--- src/rtl/uart_pkg.sv ---
// -----------------------------------------------------------------------------
// uart_pkg
// Types and helpers shared by the UART transmitter and receiver:
//   tx_state_t    - transmitter FSM state encoding
//   clks_per_bit  - system clocks per line bit (integer divide)
//   frame_bits    - total bit-times in one frame
//   calc_parity   - parity bit for a data word (even, or odd when odd=1)
// -----------------------------------------------------------------------------
package uart_pkg;

    typedef enum logic [2:0] {
        IDLE,
        START,
        DATA,
        PARITY,
        STOP,
        BREAK
    } tx_state_t;

    function automatic int clks_per_bit(input int sysclk, input int baud);
        return sysclk / baud;
    endfunction

    function automatic int frame_bits(input int data, input int parity, input int stop);
        return 1 + data + parity + stop;
    endfunction

    // Narrower words are zero-extended by the caller; zeros leave the XOR unchanged.
    function automatic logic calc_parity(input logic [7:0] data, input logic odd);
        return (^data) ^ odd;
    endfunction

endpackage

--- src/rtl/uart_baud_gen.sv ---
// -----------------------------------------------------------------------------
// uart_baud_gen
// Bit-time generator. Counts 0..CLKS_PER_BIT-1 while Enable is high and
// pulses Bit_Tick for one cycle on the terminal count.
//   Clk      in   system clock
//   Rst      in   asynchronous active-low reset
//   Enable   in   high while a frame is in flight
//   Bit_Tick out  one-cycle pulse marking the last cycle of each bit-time
// -----------------------------------------------------------------------------
module uart_baud_gen #(
    parameter int CLKS_PER_BIT = 16
) (
    input  logic Clk,
    input  logic Rst,
    input  logic Enable,
    output logic Bit_Tick
);

    localparam int CW = (CLKS_PER_BIT > 2) ? $clog2(CLKS_PER_BIT) : 1;
    localparam logic [CW-1:0] TERM = CW'(CLKS_PER_BIT - 1);

    logic [CW-1:0] cnt_q, cnt_d;

    // The counter parks at 0 while disabled, so the first enabled cycle after
    // an accept is always count 0: every frame starts on a fresh bit boundary.
    always_comb begin
        cnt_d = cnt_q;
        if (!Enable)
            cnt_d = '0;
        else if (cnt_q == TERM)
            cnt_d = '0;
        else
            cnt_d = cnt_q + 1'b1;
    end

    always_ff @(posedge Clk or negedge Rst) begin
        if (!Rst)
            cnt_q <= '0;
        else
            cnt_q <= cnt_d;
    end

    assign Bit_Tick = Enable && (cnt_q == TERM);

endmodule

--- src/rtl/uart_tx.sv ---
// -----------------------------------------------------------------------------
// uart_tx
// Serial UART transmitter: start bit, data MSB first, optional parity,
// STOP_BITS stop bits. CTS gates only the start of a frame. A break request
// drives the line low for a full frame time followed by one mark bit.
//   Clk            in   system clock
//   Rst            in   asynchronous active-low reset
//   Tx_Data        in   word to send, sampled on the accept edge only
//   Transmit_Start in   level request to send Tx_Data
//   Break_Start    in   level request to send a break (wins over Transmit_Start)
//   CTS            in   clear-to-send, active-high
//   Tx             out  registered serial line, idle high
//   Tx_Busy        out  high while a frame is in flight
//   Tx_Done        out  one-cycle pulse when Tx_Busy falls
// -----------------------------------------------------------------------------
module uart_tx
    import uart_pkg::*;
#(
    parameter int SYSCLK_RATE = 100000000,
    parameter int BAUD_RATE   = 9600,
    parameter int DATA_BITS   = 8,
    parameter int PARITY_BIT  = 1,
    parameter int PARITY_ODD  = 0,
    parameter int STOP_BITS   = 2
) (
    input  logic                 Clk,
    input  logic                 Rst,
    input  logic [DATA_BITS-1:0] Tx_Data,
    input  logic                 Transmit_Start,
    input  logic                 Break_Start,
    input  logic                 CTS,
    output logic                 Tx,
    output logic                 Tx_Busy,
    output logic                 Tx_Done
);

    localparam int CPB        = clks_per_bit(SYSCLK_RATE, BAUD_RATE);
    localparam int FRAME_BITS = frame_bits(DATA_BITS, PARITY_BIT, STOP_BITS);
    localparam int BCW        = $clog2(FRAME_BITS + 1);

    localparam logic [BCW-1:0] LAST_DATA = BCW'(DATA_BITS - 1);
    localparam logic [BCW-1:0] LAST_STOP = BCW'(STOP_BITS - 1);
    localparam logic [BCW-1:0] LAST_BRK  = BCW'(FRAME_BITS - 1);
    localparam logic [BCW-1:0] BRK_MARK  = BCW'(FRAME_BITS);

    tx_state_t            state_q, state_d;
    logic [DATA_BITS-1:0] shreg_q, shreg_d;
    logic                 par_q, par_d;
    logic [BCW-1:0]       bit_cnt_q, bit_cnt_d;
    logic                 tx_q, tx_d;
    logic                 busy_q, busy_d;
    logic                 done_q, done_d;
    logic                 bit_tick;

    uart_baud_gen #(
        .CLKS_PER_BIT (CPB)
    ) u_baud (
        .Clk      (Clk),
        .Rst      (Rst),
        .Enable   (busy_q),
        .Bit_Tick (bit_tick)
    );

    // tx_d is the line value for the state being entered, so Tx comes straight
    // from a flop and changes exactly on bit boundaries.
    always_comb begin
        state_d   = state_q;
        shreg_d   = shreg_q;
        par_d     = par_q;
        bit_cnt_d = bit_cnt_q;
        tx_d      = tx_q;
        done_d    = 1'b0;

        case (state_q)
            IDLE: begin
                tx_d      = 1'b1;
                bit_cnt_d = '0;
                if (CTS && Break_Start) begin
                    // Transmit_Start is left pending and re-evaluated afterwards.
                    state_d = BREAK;
                    tx_d    = 1'b0;
                end else if (CTS && Transmit_Start) begin
                    state_d = START;
                    shreg_d = Tx_Data;
                    par_d   = calc_parity(8'(Tx_Data), PARITY_ODD != 0);
                    tx_d    = 1'b0;
                end
            end

            START: begin
                if (bit_tick) begin
                    state_d = DATA;
                    tx_d    = shreg_q[DATA_BITS-1];
                end
            end

            DATA: begin
                if (bit_tick) begin
                    if (bit_cnt_q == LAST_DATA) begin
                        bit_cnt_d = '0;
                        if (PARITY_BIT != 0) begin
                            state_d = PARITY;
                            tx_d    = par_q;
                        end else begin
                            state_d = STOP;
                            tx_d    = 1'b1;
                        end
                    end else begin
                        bit_cnt_d = bit_cnt_q + 1'b1;
                        shreg_d   = {shreg_q[DATA_BITS-2:0], 1'b0};
                        tx_d      = shreg_q[DATA_BITS-2];
                    end
                end
            end

            PARITY: begin
                if (bit_tick) begin
                    state_d = STOP;
                    tx_d    = 1'b1;
                end
            end

            STOP: begin
                if (bit_tick) begin
                    if (bit_cnt_q == LAST_STOP) begin
                        state_d   = IDLE;
                        bit_cnt_d = '0;
                        done_d    = 1'b1;
                    end else begin
                        bit_cnt_d = bit_cnt_q + 1'b1;
                    end
                    tx_d = 1'b1;
                end
            end

            BREAK: begin
                // Counts FRAME_BITS low bit-times, then one extra count for the mark.
                if (bit_tick) begin
                    if (bit_cnt_q == BRK_MARK) begin
                        state_d   = IDLE;
                        bit_cnt_d = '0;
                        done_d    = 1'b1;
                        tx_d      = 1'b1;
                    end else begin
                        bit_cnt_d = bit_cnt_q + 1'b1;
                        tx_d      = (bit_cnt_q == LAST_BRK);
                    end
                end
            end

            default: begin
                state_d = IDLE;
                tx_d    = 1'b1;
            end
        endcase

        busy_d = (state_d != IDLE);
    end

    always_ff @(posedge Clk or negedge Rst) begin
        if (!Rst) begin
            state_q   <= IDLE;
            shreg_q   <= '0;
            par_q     <= 1'b0;
            bit_cnt_q <= '0;
            tx_q      <= 1'b1;
            busy_q    <= 1'b0;
            done_q    <= 1'b0;
        end else begin
            state_q   <= state_d;
            shreg_q   <= shreg_d;
            par_q     <= par_d;
            bit_cnt_q <= bit_cnt_d;
            tx_q      <= tx_d;
            busy_q    <= busy_d;
            done_q    <= done_d;
        end
    end

    assign Tx      = tx_q;
    assign Tx_Busy = busy_q;
    assign Tx_Done = done_q;

endmodule

--- config.mk ---
export PLATFORM = sky130hd
export DESIGN_NAME = uart_tx
export DESIGN_NICKNAME = d
export VERILOG_FILES = /design/src/rtl/uart_pkg.sv /design/src/rtl/uart_baud_gen.sv /design/src/rtl/uart_tx.sv
export SDC_FILE = /design/constraint.sdc
export NUM_CORES = 1
export LEC_CHECK = 0
export CAP_MARGIN = 0
export CORE_MARGIN = 10
export CORE_UTILIZATION = 50
export DETAILED_ROUTE_END_ITERATION = 12
export GPL_TIMING_DRIVEN = 0
export PLACE_DENSITY = 0.7
export RECOVER_POWER = 50
export SYNTH_ARGS = -nofsm -noshare
export SYNTH_HDL_FRONTEND = slang
export SYNTH_SLANG_ARGS = --single-unit
--- constraint.sdc ---
create_clock -name Clk -period 3.5 [get_ports Clk]
set_input_delay 0.525 -clock Clk [delete_from_list [all_inputs] [get_ports Clk]]
set_output_delay 0.525 -clock Clk [all_outputs]
set_load 0.02 [all_outputs]
# ---- Word-level counts from Yosys, hierarchy flattened
# Index checks and enable logic that the tools add are counted.
# Widths: inputs -> output; s select.
dict set report op_classes {
  n_addsub 2
  n_eq_ne 18
  mux 39
  n_bitwise 1
  n_reduce_logical 13
}
# operator count
set op_table {}
lappend op_table {{$mux 8} 4}
lappend op_table {{$mux 3} 10}
lappend op_table {{$mux 14} 2}
lappend op_table {{$mux 4} 6}
lappend op_table {{$pmux 3 s6} 1}
lappend op_table {{$pmux 4 s4} 1}
lappend op_table {{$pmux 8 s2} 1}
lappend op_table {{$add 14x1->14 const B} 1}
lappend op_table {{$eq 14x14->1 const B} 1}
lappend op_table {{$ne 2x2->1 const B} 7}
lappend op_table {{$mux 1} 12}
lappend op_table {{$eq 4x4->1 const B} 2}
lappend op_table {{$reduce_and 4->1} 2}
lappend op_table {{$reduce_xor 8->1} 1}
lappend op_table {{$eq 3x2->1 const B} 2}
lappend op_table {{$eq 3x3->1 const B} 2}
lappend op_table {{$pmux 1 s5} 1}
lappend op_table {{$reduce_and 5->1} 1}
lappend op_table {{$add 4x1->4 const B} 1}
lappend op_table {{$eq 4x1->1 const B} 1}
lappend op_table {{$eq 4x3->1 const B} 1}
lappend op_table {{$reduce_bool 4->1} 1}
lappend op_table {{$eq 3x1->1 const B} 1}
lappend op_table {{$logic_and 1x1->1} 3}
lappend op_table {{other kinds (8)} 8}
dict set report word_totals {
  regBits 33
  in_bits 13
  out_inout_bits 3
}

# ---- Logic depth before layout (Yosys ltp)
dict set report depth {
  ltp_word 5
  mapped_depth 8
  depth_no_buf 7
}

# ---- Hierarchy
# From an unflattened synthesis, not the netlist that was laid out.
dict set report unflattened {
  cells_unflattened 190
  area_unflattened_um2 2026.9
}
# module n_inst cells_per_inst area_each_um2 seq_area_each_um2
set by_module_without_submodules {}
lappend by_module_without_submodules {uart_tx 1 118 1248.7 476.7}
lappend by_module_without_submodules {uart_baud_gen 1 72 778.2 350.3}

# ---- Worst setup path after synthesis
# No wires, ideal clock.
dict set report synth_path {
  kind {register -> register}
  startpoint {register u_baud.cnt_q[4]}
  endpoint {register bit_cnt_q[3]}
  setup_ns 0.069
  arrival_time_ns 2.407
  required_ns 3.431
  setup_slack_ns 1.024
  stages_incl_launch_ff 8
  n_path_buf 2
  path_cell_list {dfrtp_1 -> or4b_4 -> or4_4 -> buf_6 -> a2bb2o_4 -> buf_6 -> or4b_1 -> nand3_1}
}
dict set report synth_between {
  elab_chain_cells 4
  word_cells_on_any_way 6
  cone_classes {eq/ne (4); reduce/logical (2)}
}
# element line
set synth_lines {}
lappend synth_lines {{start, declared} uart_baud_gen.sv:22} ;# logic [CW-1:0] cnt_q, cnt_d;
lappend synth_lines {{start signal, assigned} uart_baud_gen.sv:40} ;# cnt_q <= cnt_d;
lappend synth_lines {{$eq 14x14->1 *} uart_baud_gen.sv:43} ;# assign Bit_Tick = Enable && (cnt_q == TERM);
lappend synth_lines {{$logic_and 1x1->1 *} uart_baud_gen.sv:43}
lappend synth_lines {{$ne 2x2->1 (no line)} -}
lappend synth_lines {{$reduce_and 4->1 (no line) *} -}
lappend synth_lines {{end signal, assigned} uart_tx.sv:173} ;# bit_cnt_q <= bit_cnt_d;
lappend synth_lines {{end, declared} uart_tx.sv:49} ;# logic [BCW-1:0] bit_cnt_q, bit_cnt_d;
# Mark *: on every way between the ends. The rest lies on a longest branch, timed or not.
# A chain may end at the register's enable or synchronous reset.

# ---- Worst setup path after layout
# Ends and elaborated chain as after synthesis.

==> impl_metrics.yaml <==
yosys:
  synthFlopType: "dfrtp_1"
  yosysSeqAreaShare_pct: 44.07
  synth-seq-cells: 33
  synth_fp_nets: 223
  yosysWarnings: 0
  syn_inst: 206
  netlist_area_sq_um: 1877
  synth-edff-count: 0
  syn_area_per_cell_sq_um: 9.111
  async_flop_share_pct: 100.0
  synth.distinct_cells: 47
pwr:
  fin_total_pwr_mw: 0.7595
  p_per_area_nw_per_um2: 348.1
  ir_drop_uv: 238.6
  power_leakage_nw: 0.9086
critical_path:
  startpoint: "u_baud.cnt_q[4]"
  cp_max_fo: 7
  crit_chain: "or4b_4 > or4_4 > buf_6 > a2bb2o_4 > buf_6 > or4b_1 > nand3_1"
  criticalPathCategory: "register to register"
  critPathTopFamily: "simple AND/OR/NAND/NOR gates"
  r2r-start: "u_baud.cnt_q[4]"
  path_common_cell: "buf_6"
  slowest_delay_ps: 560
  required_ps: 3730
  worstSetupStartpointType: "register"
  crit_buf_inv: 2
  arrival_ps: 2790
  slowest_stage: "or4b_4"
  r2r_end: "bit_cnt_q[3]"
  rr_worst_depth: 7
  reg2reg_slack_ps: 940
  end_kind: "register"
global_route:
  grt_pass1_wl_um: 6831
  grt_max_degree: 34
  grt_overflow: 0
  grtUsageMet2_pct: 20.93
  busiest_layer: "met2"
  met1_usage_pct: 15.91
  grtUsageTotal_pct: 12.93
  antenna_found_initial: 0
  grt_pass1_vias: 1515
  use_met3_pct: 3.863
timing:
  relSlewSlack_pct: -17.13
  min_period_over_period_pct: 73.25
  tns_ps: 0
  max_freq_ghz: 0.3901
  rsz0062_at_grt: "no"
  worstMarginPinSlew_ps: 1757
  setup_viol: 0
  skew_ps: 8.809
  slew_viol_final: 34
  period_needed_ps: 2564
  finalHoldViolCount: 0
clocking:
  cts_buffer_depth: 2
  cts_num_sinks: 33
  cts_made_buffers: 5
  cts_tree: "done"
  clkTransAtPathRegs_ps: 70
  cts.repair.resized: 0
  htree_num_levels: 2
  holdBufCountCts: 0
  cts_setup_buffers: 0
  clk_latency_ps: 290
  cts-root-buf: "clkbuf_8"
cells_and_area:
  fin_util_pct: 60.06
  area_growth_pct: 16.27
  final_cells: 277
  fin_nets: 245
  final_common_cell: "dfrtp_1"
  layout_common_cells: "dfrtp_1 (32), nor2_1 (28), nand2_1 (19)"
  diodes: 0
  drive_gt1_share_pct: 6.987
place:
  dp_hpwl_um: 2856
  place.port_buffers: 15
  gp_congestion: 0.8296
  post-place-cells: 269
hold_path:
  worstHoldEndpoint: "u_baud.cnt_q[0]"
  min_path_cells: 1
  hold_path.class: "register to register"
  holdCritStartpoint: "u_baud.cnt_q[0]"
die:
  die_area_sq_um: 6604
  dieHeight_um: 81.27
  die_x_um: 81.27
  core-area_sq_um: 3633
  start_util_pct: 51.65
  ios: 16
  placementRows: 22
routing:
  first_iter_violations: 109
  wl_per_cell_um: 14.44
  drc: 0
  drt-pass1-iter-count: 4
  ant_nets: 0
  viasPerCell: 5.679
  dr_total_vias: 1573
  drt_wl_total_um: 3999
job:
  cap_viol_max_count: 1
run_status:
  status: "finished with violations"
  violations: "max-capacitance violations, max-slew violations"
[power breakdown]
part / total [mW] / leakage (nW) / switching, mW / internal (mW)
clock network: 0.321 / 0.0542 / 0.143 / 0.178
logic: 0.0499 / 0.435 / 0.0231 / 0.0268
registers: 0.389 / 0.420 / 0.00265 / 0.386
total: 0.760 / 0.909 / 0.169 / 0.591
[synthesized netlist by cell type, types with 2 or more instances]
library cell | count | share of area, %
ha_1 | 4 | 2.7
and3_1 | 3 | 1.0
o22ai_1 | 8 | 2.7
nand3b_1 | 3 | 1.2
xnor2_1 | 14 | 6.5
a21oi_1 | 12 | 3.2
nor3_1 | 2 | 0.53
nand4_1 | 5 | 1.7
nand3_1 | 11 | 2.9
or3_1 | 2 | 0.67
o21ai_0 | 9 | 2.4
nor2b_1 | 5 | 1.7
xor2_1 | 5 | 2.3
inv_1 | 6 | 1.2
nor2_1 | 28 | 5.6
nand2_1 | 19 | 3.8
buf_6 | 2 | 1.2
clkbuf_1 | 7 | 1.4
dfrtp_1 | 32 | 43
a22oi_1 | 2 | 0.80
[through the flow]
| stage | worst slack (ps) | hold WS (ps) | area [sq um] |
|---|---|---|---|
| 2_1_floorplan | 1024 | 229.4 | 1877 |
| 3_3_place_gp | 851.1 | 463.5 | 2087 |
| 3_5_place_dp | 844.7 | 469.7 | 2082 |
| 4_1_cts | 931.8 | 317.1 | 2183 |
| 5_1_grt | 733.9 | 508.4 | 2182 |
| 6_report | 936.4 | 478.2 | 2182 |
[flip-flops by register name, indices dropped and copies added (netlist names)]
register      cells
par_q             1
Tx_Busy           1
Tx                1
Tx_Done           1
bit_cnt_q         4
shreg_q           8
state_q           3
u_baud.cnt_q     14
[cell type report]
cell class,instances,area [sq um]
Buffer,9,48.80
Multi-Input combinational cell,158,978.4
Timing Repair Buffer,15,143.9
Fill cell,337,1451
Clock buffer,7,96.34
Inverter,6,22.52
Tap cell,48,60.06
Sequential cell,33,827.0
Clock inverter,1,5.005
[metal layers]
layer	part of all wire (%)	vias to the layer above	routed length (um)
li1	-	770	-
met1	45	768	1808
met2	49	31	1962
met3	4.6	4	185
met4	1.1	0	42
met5	0	-	0
[cells by family after synthesis]
family / count (synthesis) / share of synthesized area, %
buf+inv: 15 / 3.800
xor+xnor: 19 / 8.867
flops: 33 / 44.07
fa+ha+maj: 4 / 2.667
simple gates: 89 / 24.40
compound gates: 45 / 15.67
mux: 1 / 0.5334
[worst max-delay path by stage]
stage,to,slack [ps],cells past startpoint
floorplan,bit_cnt_q[3],1020,7
global placement,shreg_q[0],850,6
detailed placement,shreg_q[0],840,6
CTS,bit_cnt_q[3],930,7
global route,shreg_q[0],730,6
finish,bit_cnt_q[3],940,7
No activity file was read; power rests on OpenSTA's default activity.
